$ cat src/rtl/bcd_button_pkg.sv
// bcd_button_pkg: shared types, button indices and BCD digit helper for the button controller
package bcd_button_pkg;

  typedef enum logic [1:0] {IDLE, PRESS_WAIT, PRESSED, RELEASE_WAIT} btn_state_t;

  localparam int BTN_INC = 0;
  localparam int BTN_DEC = 1;
  localparam int BTN_CLR = 2;

  typedef logic [3:0] bcd_t;

  // One BCD digit step up or down with 9<->0 wrap; carry/borrow is decided by the caller
  function automatic bcd_t bcd_step(input bcd_t d, input logic up);
    return up ? (d == 4'd9 ? 4'd0 : d + 4'd1) : (d == 4'd0 ? 4'd9 : d - 4'd1);
  endfunction

endpackage

$ cat src/rtl/btn_debounce_fsm.sv
// btn_debounce_fsm: synchronizer plus press/release debounce FSM for one button; auto-repeat under BCD_BUTTON_AUTOREPEAT_EN
module btn_debounce_fsm
  import bcd_button_pkg::*;
#(
  parameter int STABLE_TICKS = 4,
  parameter int HOLD_TICKS   = 32,
  parameter int REPEAT_TICKS = 8,
  parameter int REPEAT_ALLOW = 1
) (
  input  logic clk,
  input  logic rst_n,
  input  logic btn_n,
  input  logic tick,
  output logic evt
);

  localparam logic [3:0] ST = 4'(STABLE_TICKS);

  logic [1:0] sync;
  logic       btn_s;
  logic [3:0] stab;
  logic [3:0] stab_n;
  logic       stab_done;
  btn_state_t state;

  assign btn_s     = ~sync[1];
  assign stab_n    = stab + 4'd1;
  assign stab_done = stab_n == ST;

`ifdef BCD_BUTTON_AUTOREPEAT_EN
  localparam logic [7:0] HT = 8'(HOLD_TICKS);
  localparam logic [7:0] RT = 8'(REPEAT_TICKS);

  logic [7:0] hold;
  logic [7:0] rep;
  logic       rep_done;

  assign rep_done = rep + 8'd1 == RT;
`endif

  // Two-flop synchronizer; resets to the released level so a held button is seen fresh after reset
  always_ff @(posedge clk or negedge rst_n)
    if (!rst_n) sync <= 2'b11;
    else        sync <= {sync[0], btn_n};

  // Debounce FSM stepped on the prescaler tick; stab counts consecutive samples of the new level
  always_ff @(posedge clk or negedge rst_n)
    if (!rst_n) begin
      state <= IDLE;
      stab  <= '0;
      evt   <= 1'b0;
`ifdef BCD_BUTTON_AUTOREPEAT_EN
      hold  <= '0;
      rep   <= '0;
`endif
    end else begin
      evt <= 1'b0;
      if (tick)
        case (state)
          IDLE, PRESS_WAIT: begin
            stab  <= btn_s && !stab_done ? stab_n : '0;
            state <= !btn_s ? IDLE : stab_done ? PRESSED : PRESS_WAIT;
            evt   <= btn_s && stab_done;
`ifdef BCD_BUTTON_AUTOREPEAT_EN
            if (btn_s && stab_done) begin
              hold <= '0;
              rep  <= '0;
            end
`endif
          end
          PRESSED, RELEASE_WAIT: begin
            stab  <= !btn_s && !stab_done ? stab_n : '0;
            state <= btn_s ? PRESSED : stab_done ? IDLE : RELEASE_WAIT;
`ifdef BCD_BUTTON_AUTOREPEAT_EN
            // hold saturates at HOLD_TICKS, after which rep paces the repeats; a release glitch leaves both untouched
            if (state == PRESSED && btn_s) begin
              hold <= hold == HT ? hold : hold + 8'd1;
              rep  <= hold != HT || rep_done ? '0 : rep + 8'd1;
              evt  <= REPEAT_ALLOW != 0 && (hold != HT ? hold + 8'd1 == HT : rep_done);
            end
`endif
          end
        endcase
    end

endmodule

$ cat src/rtl/bcd_button_ctrl.sv
// bcd_button_ctrl: prescaler, three debounced buttons and a two-digit BCD up/down/clear counter; BCD_BUTTON_AUTOREPEAT_EN enables inc/dec auto-repeat
module bcd_button_ctrl
  import bcd_button_pkg::*;
#(
  parameter int PRESCALE_W   = 16,
  parameter int STABLE_TICKS = 4,
  parameter int HOLD_TICKS   = 32,
  parameter int REPEAT_TICKS = 8
) (
  input  logic       clk,
  input  logic       rst_n,
  input  logic [2:0] btn_n,
  output bcd_t       ones,
  output bcd_t       tens,
  output logic [2:0] evt,
  output logic       tick
);

  logic [PRESCALE_W-1:0] pre;

  // Free-running prescaler; tick is high in the cycle the counter sits at 0 after a wrap
  always_ff @(posedge clk or negedge rst_n)
    if (!rst_n) begin
      pre  <= '0;
      tick <= 1'b0;
    end else begin
      pre  <= pre + 1'b1;
      tick <= &pre;
    end

  for (genvar g = 0; g < 3; g++) begin : g_btn
    btn_debounce_fsm #(
      .STABLE_TICKS(STABLE_TICKS),
      .HOLD_TICKS  (HOLD_TICKS),
      .REPEAT_TICKS(REPEAT_TICKS),
      .REPEAT_ALLOW(g == BTN_CLR ? 0 : 1)
    ) u_fsm (
      .clk  (clk),
      .rst_n(rst_n),
      .btn_n(btn_n[g]),
      .tick (tick),
      .evt  (evt[g])
    );
  end

  // BCD counter with clear > increment > decrement; tens moves only when ones wraps
  always_ff @(posedge clk or negedge rst_n)
    if (!rst_n) begin
      ones <= '0;
      tens <= '0;
    end else if (evt[BTN_CLR]) begin
      ones <= '0;
      tens <= '0;
    end else if (evt[BTN_INC] || evt[BTN_DEC]) begin
      ones <= bcd_step(ones, evt[BTN_INC]);
      if (ones == (evt[BTN_INC] ? 4'd9 : 4'd0)) tens <= bcd_step(tens, evt[BTN_INC]);
    end

endmodule
$ cat config.mk
export PLATFORM = sky130hd
export DESIGN_NAME = bcd_button_ctrl
export DESIGN_NICKNAME = d
export VERILOG_FILES = /design/src/rtl/bcd_button_pkg.sv /design/src/rtl/btn_debounce_fsm.sv /design/src/rtl/bcd_button_ctrl.sv
export SDC_FILE = /design/constraint.sdc
export NUM_CORES = 1
export LEC_CHECK = 0
export ABC_AREA = 1
export BUFFER_PORTS_ARGS = -buffer_cell sky130_fd_sc_hd__buf_2
export CAP_MARGIN = 0
export CELL_PAD_IN_SITES_DETAIL_PLACEMENT = 0
export CELL_PAD_IN_SITES_GLOBAL_PLACEMENT = 1
export CORE_ASPECT_RATIO = 1.5
export CORE_UTILIZATION = 40
export CTS_CLUSTER_DIAMETER = 200
export DETAILED_ROUTE_END_ITERATION = 10
export PLACE_DENSITY = 0.77
export SLEW_MARGIN = 20
export SYNTH_ARGS = -nofsm -noshare
export SYNTH_HDL_FRONTEND = slang
export SYNTH_SLANG_ARGS = --single-unit
$ cat constraint.sdc
create_clock -name clk -period 3.39 [get_ports clk]
set_input_delay 0.339 -clock clk [delete_from_list [all_inputs] [get_ports clk]]
set_output_delay 0.339 -clock clk [all_outputs]
set_load 0.1 [all_outputs]
### Word level (Yosys, flattened, before mapping)

Index checks and enable logic that the tools add are counted.

| storage, ports and cells | value |
|---|---|
| register bits | 52 |
| bits of input ports | 5 |
| output and inout bits | 12 |
| word-level logic and storage cells | 112 |

| cells by class | value |
|---|---|
| $add $sub $neg | 8 |
| eq/ne operators | 15 |
| mux-type cells | 42 |
| bitwise gates (word level) | 3 |
| reduce and logical (&&, ||, !) cells | 28 |

Operators by type and width:

| kind | count |
|---|---|
| $mux W4 | 18 |
| $mux W2 | 12 |
| $pmux W4 S2 | 3 |
| $add A4 B1 Y4 const B | 5 |
| $add A16 B1 Y16 const B | 1 |
| $reduce_and A16 Y1 | 1 |
| $eq A2 B2 Y1 const B | 6 |
| $eq A4 B3 Y1 const B | 3 |
| $pmux W2 S2 | 3 |
| $reduce_or A2 Y1 | 6 |
| $logic_and A1 B1 Y1 | 9 |
| $eq A4 B4 Y1 const B | 2 |
| $logic_not A4 Y1 | 2 |
| $sub A4 B1 Y4 const B | 2 |
| $eq A2 B1 Y1 const B | 3 |
| $logic_not A2 Y1 | 3 |
| $mux W1 | 6 |
| $eq A4 B4 Y1 | 1 |
| $reduce_bool A2 Y1 | 2 |
| $logic_not A1 Y1 | 3 |
| $not A1 Y1 | 3 |
| $reduce_and A2 Y1 | 1 |
| $logic_or A1 B1 Y1 | 1 |

### Logic depth before layout (Yosys ltp)

Gate-level depths: netlist of the first run.

| depth | value |
|---|---|
| word-level depth | 6 |
| gate-level depth with buffers | 10 |
| mapped depth without buffers | 9 |

### Modules after synthesis

A second synthesis of the first run with hierarchy kept.

| unflattened totals | value |
|---|---|
| cells, all modules | 330 |
| area total of the unflattened synthesis | 2746.4 µm² |

By module, submodules not included:

| module | times used | cells each | area each (µm²) | seq. area each (µm²) |
|---|---|---|---|---|
| bcd_button_ctrl | 1 | 189 | 1492.7 | 625.6 |
| btn_debounce_fsm | 3 | 47 | 417.9 | 202.7 |

### Worst setup path before layout of the first run

OpenSTA, ideal clock, no wires.

| timing path | value |
|---|---|
| kind | register to register |
| start | register ones[0] |
| end | register ones[2] |
| setup time | 0.121 ns |
| arrival | 1.875 ns |
| data required time | 3.269 ns |
| path slack | 1.394 ns |
| stages on the path, launching flop included | 6 |
| buffers on the path | 0 |
| period minus slack after synthesis | 1.996 ns |
| path through | dfrtp_1 inv_1 ha_1 o21ai_0 xor2_1 o21ai_1 |

| on the way | value |
|---|---|
| word-level cells in the longest chain between the ends | 5 |
| elaborated cells on any way between the ends | 9 |
| classes of those cells | add/sub: 2; eq/ne: 1; mux: 5; reduce/logical: 1 |

Ends and longest elaborated chain:

| what | RTL line | RTL |
|---|---|---|
| start: declaration | bcd_button_ctrl.sv:13 | `output bcd_t ones,` |
| start signal: assignment | bcd_button_ctrl.sv:55 | `ones <= bcd_step(ones, evt[BTN_INC]);` |
| $sub A4 B1 Y4, or another cell as far along | bcd_button_pkg.sv:14 | `return up ? (d == 4'd9 ? 4'd0 : d + 4'd1) : (d == 4'd0 ? 4'd9 : d - 4'd1);` |
| $mux W4 | bcd_button_pkg.sv:14 |  |
| $mux W4 * | bcd_button_pkg.sv:14 |  |
| $mux W4 * | bcd_button_ctrl.sv:54 | `end else if (evt[BTN_INC] \|\| evt[BTN_DEC]) begin` |
| $mux W4 * | bcd_button_ctrl.sv:51 | `end else if (evt[BTN_CLR]) begin` |

Mark *: on every way between the ends. The rest lies on a longest branch, timed or not. The select of a mux whose other input is x is not followed.
A chain may end at the register's enable or synchronous reset.

### Worst setup path after layout of the first run

| timing path | value |
|---|---|
| start | register tick |
| end | output tick |

RTL lines:

| what | RTL line | RTL |
|---|---|---|
| start: declaration | bcd_button_ctrl.sv:16 | `output logic tick` |
| start signal: assignment | bcd_button_ctrl.sv:28 | `tick <= &pre;` |

No word-level cell between the ends.

==> flow_summary.json, run 1 <==
{
  "status": "complete, no violations",
  "pre_cts_slack_ps": 1940,
  "rrSetupSlack_ps": 1940,
  "drive_gt1_share_pct": 14.6,
  "antenna_found_initial": 0,
  "io_pins": 17,
  "synth.distinct_cells": 28,
  "syn_inst": 306,
  "path_max_fanout": 9,
  "drt_iter0_drc": 47,
  "synthesis.area_sq_um": 2600,
  "gp_congestion": 0.745,
  "insertion_delay_ps": 300,
  "synth_nets": 321,
  "totalWireLength_um": 4490,
  "ant_nets": 0,
  "regArea_sq_um": 1230,
  "fp-row-count": 35,
  "cp_num_buf_inv": 1,
  "power_density_nw_per_um2": 364,
  "coreArea_sq_um": 6220,
  "root_buffer": "clkbuf_8",
  "num_antenna_cells": 0,
  "dieWidth_um": 67.8,
  "period_share_pct": 49.0,
  "cts_num_sinks": 49,
  "clk_pin_slew_ps": 80,
  "grt_pass1_vias": 1800,
  "htree_levels": 2,
  "p_leak_nw": 1.44,
  "wire_per_inst_um": 11.3,
  "hold_viol": 0,
  "max_freq_ghz": 0.602,
  "grt.overflow.total": 0,
  "slowest_delay_ps": 530,
  "rsz0062_at_grt": "no",
  "slowest_stage": "dfrtp_1",
  "cts_setup_buffers": 0,
  "clockBufferDepth": 2,
  "yosysTopAreaCell": "dfrtp_1",
  "tightest_slew_ps": 591,
  "required_ps": 3050,
  "finalMaxSlewViolations": 0,
  "cts_hold_buf": 0,
  "yosys-top-cells-area": "dfrtp_1 (41%), nand2_1 (12%), dfstp_2 (6.1%)",
  "crit_family": "flip-flops",
  "layout.core_utilization_pct": 45.7,
  "vias": 1916,
  "grt_first_pass_wirelength_um": 7560,
  "avgSynthCellArea_sq_um": 8.50,
  "multi_input_area_sq_um": 1170,
  "post_cts_resize_count": 0,
  "first_pass_iters": 4,
  "grt_max_degree": 49,
  "path_cells": "buf_2",
  "slew_headroom_pct": 60.6,
  "skew_ps": 4.16,
  "min_period_ps": 1660,
  "power_w": 0.00103,
  "viasPerCell": 4.83,
  "ys_seq_elements": 49,
  "critPathLaunchType": "register",
  "dieArea_sq_um": 6830,
  "dpl.hpwl_um": 3330,
  "crit_path_end_kind": "output pin",
  "synth.top_cell.area_share_pct": 41.4,
  "yosysWarnings": 0,
  "maxCapViolations": 0,
  "grt.total_usage_pct": 14.8,
  "fillers": 633,
  "cts_tree": "yes",
  "area_growth_pct": 9.29,
  "drc_errors": 0,
  "io_buffers": 16,
  "die_h_um": 101,
  "numCtsBuffers": 5,
  "worstPathArrival_ps": 1320,
  "setup_violations": 0,
  "initial_core_util_pct": 41.8,
  "vdd.ir_drop.worst_v": 0.000227,
  "nets": 337,
  "path_class": "register to output pin",
  "setup_tns_ps": 0,
  "synth-seq-area-share_pct": 47.4,
  "fin_ws_ps": 1730,
  "min-delay-path-class": "input pin to async pin"
}
-- area by class of cell --
cell class | count | area share [%]
Clock buffer | 7 | 3.04
Clock inverter | 1 | 1.06
Multi-Input combinational cell | 212 | 41.1
Timing Repair Buffer | 17 | 3.17
Tap cell | 74 | 3.26
Inverter | 37 | 4.98
Sequential cell | 49 | 43.4
-- report_power, final --
group	internal [W]	leakage [nW]	total, W	switching [W]
Clock	0.000240	0.0585	0.000424	0.000184
Combinational	0.00000392	0.730	0.0000170	0.0000131
Sequential	0.000590	0.650	0.000592	0.00000188
-- metal layers --
metal	part of all wire, %	GRT usage [%]	up-vias
li1	-	-	986
met5	0	0	-
met4	1.9	6.25	0
met3	2.5	3.05	5
met1	43	15.9	898
met2	53	27.0	27
-- per-stage QoR --
step	area (sq um)	instances	hold slack, ps
after detailed placement	2720	389	351
final	2840	397	33.8
after CTS	2840	397	116
after global routing	2840	397	75.6
after floorplan	2600	306	43.4
after global placement	2720	389	349
-- cells by family after synthesis --
group / after synthesis / synth area share (%)
mux: 1 / 0.385
flops: 49 / 47.4
compound gates: 18 / 4.38
fa+ha+maj: 10 / 4.81
simple gates: 164 / 28.9
buf+inv: 45 / 7.65
xor+xnor: 19 / 6.40
-- worst paths after layout --
path,end,depth (start not counted),startpoint
hold / removal,tens[1],1,rst_n
min in group clk,g_btn[2].u_fsm.sync[0],1,btn_n[2]
max in group asynchronous,g_btn[0].u_fsm.sync[1],2,rst_n
setup / recovery,tick,1,tick
setup reg to reg,ones[2],5,ones[0]
hold reg to reg,g_btn[0].u_fsm.sync[1],0,g_btn[0].u_fsm.sync[0]
-- placed cells by master, fill, tap and decap left out, types with 7 or more instances in the layout --
| master | Yosys | final |
|---|---|---|
| nand4_1 | 7 | 7 |
| inv_1 | 35 | 35 |
| buf_2 | 1 | 15 |
| nor2_1 | 25 | 25 |
| dfrtp_1 | 43 | 43 |
| xor2_1 | 14 | 14 |
| o21ai_0 | 11 | 11 |
| nand3_1 | 26 | 26 |
| ha_1 | 10 | 10 |
| nand2_1 | 83 | 83 |
-- synth_stat cells, drive strengths merged --
master  count
nand4       7
ha         10
nor3        4
dfstp       6
nand2      86
dfrtp      43
xnor2       5
a21oi       5
nand3      29
mux2i       1
nor2       32
o22ai       1
xor2       14
o21ai      12
inv        37
nand3b      4
or2         2
buf         8
-- flip-flops by register name (all words and copies together), names as in the netlist --
register           flops
g_btn.u_fsm.sync       6
pre                   16
g_btn.u_fsm.stab      12
g_btn.u_fsm.state      3
tens                   4
g_btn.u_fsm.evt        3
tick                   1
ones                   4
Power figures use the tool's default switching activity.
==> run 2: changes to the inputs <==
--- a/config.mk
+++ b/config.mk
@@ -14,7 +14,7 @@
 export CORE_UTILIZATION = 40
 export CTS_CLUSTER_DIAMETER = 200
 export DETAILED_ROUTE_END_ITERATION = 10
-export PLACE_DENSITY = 0.77
+export PLACE_DENSITY = 0.79
 export SLEW_MARGIN = 20
 export SYNTH_ARGS = -nofsm -noshare
 export SYNTH_HDL_FRONTEND = slang
==> constraint.sdc (replaced) <==
create_clock -name clk -period 1.51 [get_ports clk]
set_input_delay 0.151 -clock clk [delete_from_list [all_inputs] [get_ports clk]]
set_output_delay 0.151 -clock clk [all_outputs]
set_load 0.1 [all_outputs]
==> run 2 against run 1 <==
  * Cell count grew 1.3%
  * Combinational power grew to 3.0 times the previous value
  * Die area is the same
  * Setup slack lost 1600 ps
  * Count of clock-buffer cells in the layout shrank 1
  * Total power grew 110%
  * Sequential share of layout area shrank 0.10 points
  * Register-to-register slack lost 1800 ps
  * Flip-flop and latch count is the same
  * Worst hold slack gained 320 ps
  * Clock skew grew 9.6 ps
  * Via count grew 0.73%
  * Highest routed layer unchanged
==> flow_summary.json, run 2 (synthesis gave the netlist of run 1 again) <==
{
  "status": "complete, no violations",
  "num_antenna_cells": 0,
  "min_period_ps": 1390,
  "largestRegisters": "pre x16, g_btn.u_fsm.stab x12, g_btn.u_fsm.sync x6",
  "hold_viol": 0,
  "grt_max_degree": 50,
  "met2_length_um": 2560,
  "final_common_cell": "nand2_1",
  "grt_first_pass_wirelength_um": 8380,
  "drt-met1-wl_um": 1890,
  "maxUsedRoutingLayer": "met4",
  "p_leak_nw": 1.44,
  "power_density_nw_per_um2": 740,
  "dpl.hpwl_um": 3420,
  "io_buffers": 16,
  "rrSetupSlack_ps": 130,
  "grt.overflow.total": 0,
  "crit_family": "flip-flops",
  "coreArea_sq_um": 6220,
  "largest_register": "pre",
  "maxCapViolations": 0,
  "clkPwrFrac_pct": 35.5,
  "finalMaxSlewViolations": 0,
  "gp_congestion": 0.829,
  "slowest_stage": "dfrtp_4",
  "largest_register_ffs": 16,
  "wl_met3_um": 101,
  "fillers": 644,
  "dieWidth_um": 67.8,
  "io_pins": 17,
  "tightest_slew_ps": 490,
  "min-delay-path-class": "input pin to async pin",
  "drive_gt1_share_pct": 18.0,
  "nets": 342,
  "cp_num_buf_inv": 1,
  "first_pass_iters": 4,
  "wire_per_inst_um": 11.5,
  "dieArea_sq_um": 6830,
  "crit_path_end_kind": "output pin",
  "grt_pass1_vias": 1976,
  "initial_core_util_pct": 41.8,
  "layout.core_utilization_pct": 46.5,
  "totalWireLength_um": 4640,
  "period_share_pct": 91.9,
  "p_sw_share_pct": 22.1,
  "antenna_found_initial": 0,
  "setup_tns_ps": 0,
  "insertion_delay_ps": 310,
  "root_buffer": "clkbuf_8",
  "rr_startpoint": "ones[0]",
  "max_freq_ghz": 0.720,
  "area_growth_pct": 11.2,
  "cts_tree": "yes",
  "most-common-layout-cells": "nand2_1 (83), inv_1 (34), dfrtp_1 (34), nand3_1 (26), nor2_1 (25)",
  "viasPerCell": 4.80,
  "cts_num_sinks": 49,
  "dpl-instance-area_sq_um": 2760,
  "required_ps": 1360,
  "clk_pin_slew_ps": 100,
  "fp-row-count": 35,
  "path_class": "register to output pin",
  "ant_nets": 0,
  "p_int_w": 0.00167,
  "path_cells": "buf_2",
  "slowest_delay_ps": 490,
  "netSwitchingPower_w": 0.000472,
  "critPathLaunchType": "register",
  "rsz0062_at_grt": "no",
  "clockBufferDepth": 2,
  "r2r_cells": 7,
  "setup_violations": 0,
  "grt.total_usage_pct": 16.2,
  "drt_iter0_drc": 25,
  "die_h_um": 101,
  "path_max_fanout": 9,
  "reg2reg_to": "ones[1]",
  "drc_errors": 0,
  "skew_ps": 13.8,
  "numCtsBuffers": 5,
  "vias": 1930,
  "htree_levels": 2,
  "vdd.ir_drop.worst_v": 0.000451,
  "seq_power_share_pct": 62.2,
  "postLayoutCellArea_sq_um": 2890,
  "p_comb_share_pct": 2.3,
  "slew_headroom_pct": 67.6,
  "worstPathArrival_ps": 1240
}
==> run 2: stage by stage <==
stage / setup WS [ps] / cells / total power (W) / hold WS, ps
detailed placement: 81.3 / 390 / 0.00140 / 162
floorplan: 7.45 / 306 / 0.00136 / -145
global route: 32.1 / 402 / 0.00222 / 366
global placement: 104 / 390 / 0.00140 / 157
CTS: 66.5 / 402 / 0.00218 / 362
finish: 122 / 402 / 0.00214 / 353
==> run 2: how the worst max path moves through the flow <==
stage / start / endpoint / slack (ps) / cells past startpoint
detailed placement: ones[0] / ones[1] / 80 / 7
global placement: ones[0] / ones[1] / 100 / 7
CTS: ones[0] / ones[1] / 70 / 7
finish: ones[3] / ones[3] / 120 / 1
global route: g_btn[1].u_fsm.stab[0] / g_btn[1].u_fsm.stab[0] / 30 / 6
floorplan: ones[0] / ones[2] / 7 / 5
==> run 2: final cells by class <==
cell class              instances  area (sq um)  area share, %
flip-flops and latches         49          1250           43.3
multi-input cells             212          1170           40.5
repair buffers                 22           150           5.19
inverters                      37           141           4.89
well taps                      74          92.6           3.20
clock buffers                   6          72.6           2.51
clock inverters                 2          10.0          0.346
==> run 2: tightest hold or removal path, delay by kind of cell <==
family	cells	cell delay (ps)
buffers and inverters	3	890
==> run 2: timing repair <==
item | in CTS | in global routing
hold buffers | 4 | 0
endpoints found under the setup margin | 1 | 3
gates resized for setup | 1 | 1
endpoints found under the hold margin | 46 | 0
buffers inserted | 0 | 0
==> run 2: power groups by stage <==
stage / combinational, W / clock (W) / sequential (W)
floorplan: 0.00000634 / 0 / 0.00135
global placement: 0.0000452 / 0 / 0.00136
detailed placement: 0.0000461 / 0 / 0.00136
CTS: 0.0000541 / 0.000793 / 0.00133
global route: 0.0000585 / 0.000835 / 0.00133
finish: 0.0000502 / 0.000759 / 0.00133
==> run 2: layer usage <==
layer | vias to the layer above | track usage (%)
li1 | 995 | -
met3 | 7 | 3.39
met1 | 910 | 17.3
met5 | - | 0
met2 | 18 | 29.9
met4 | 0 | 6.25
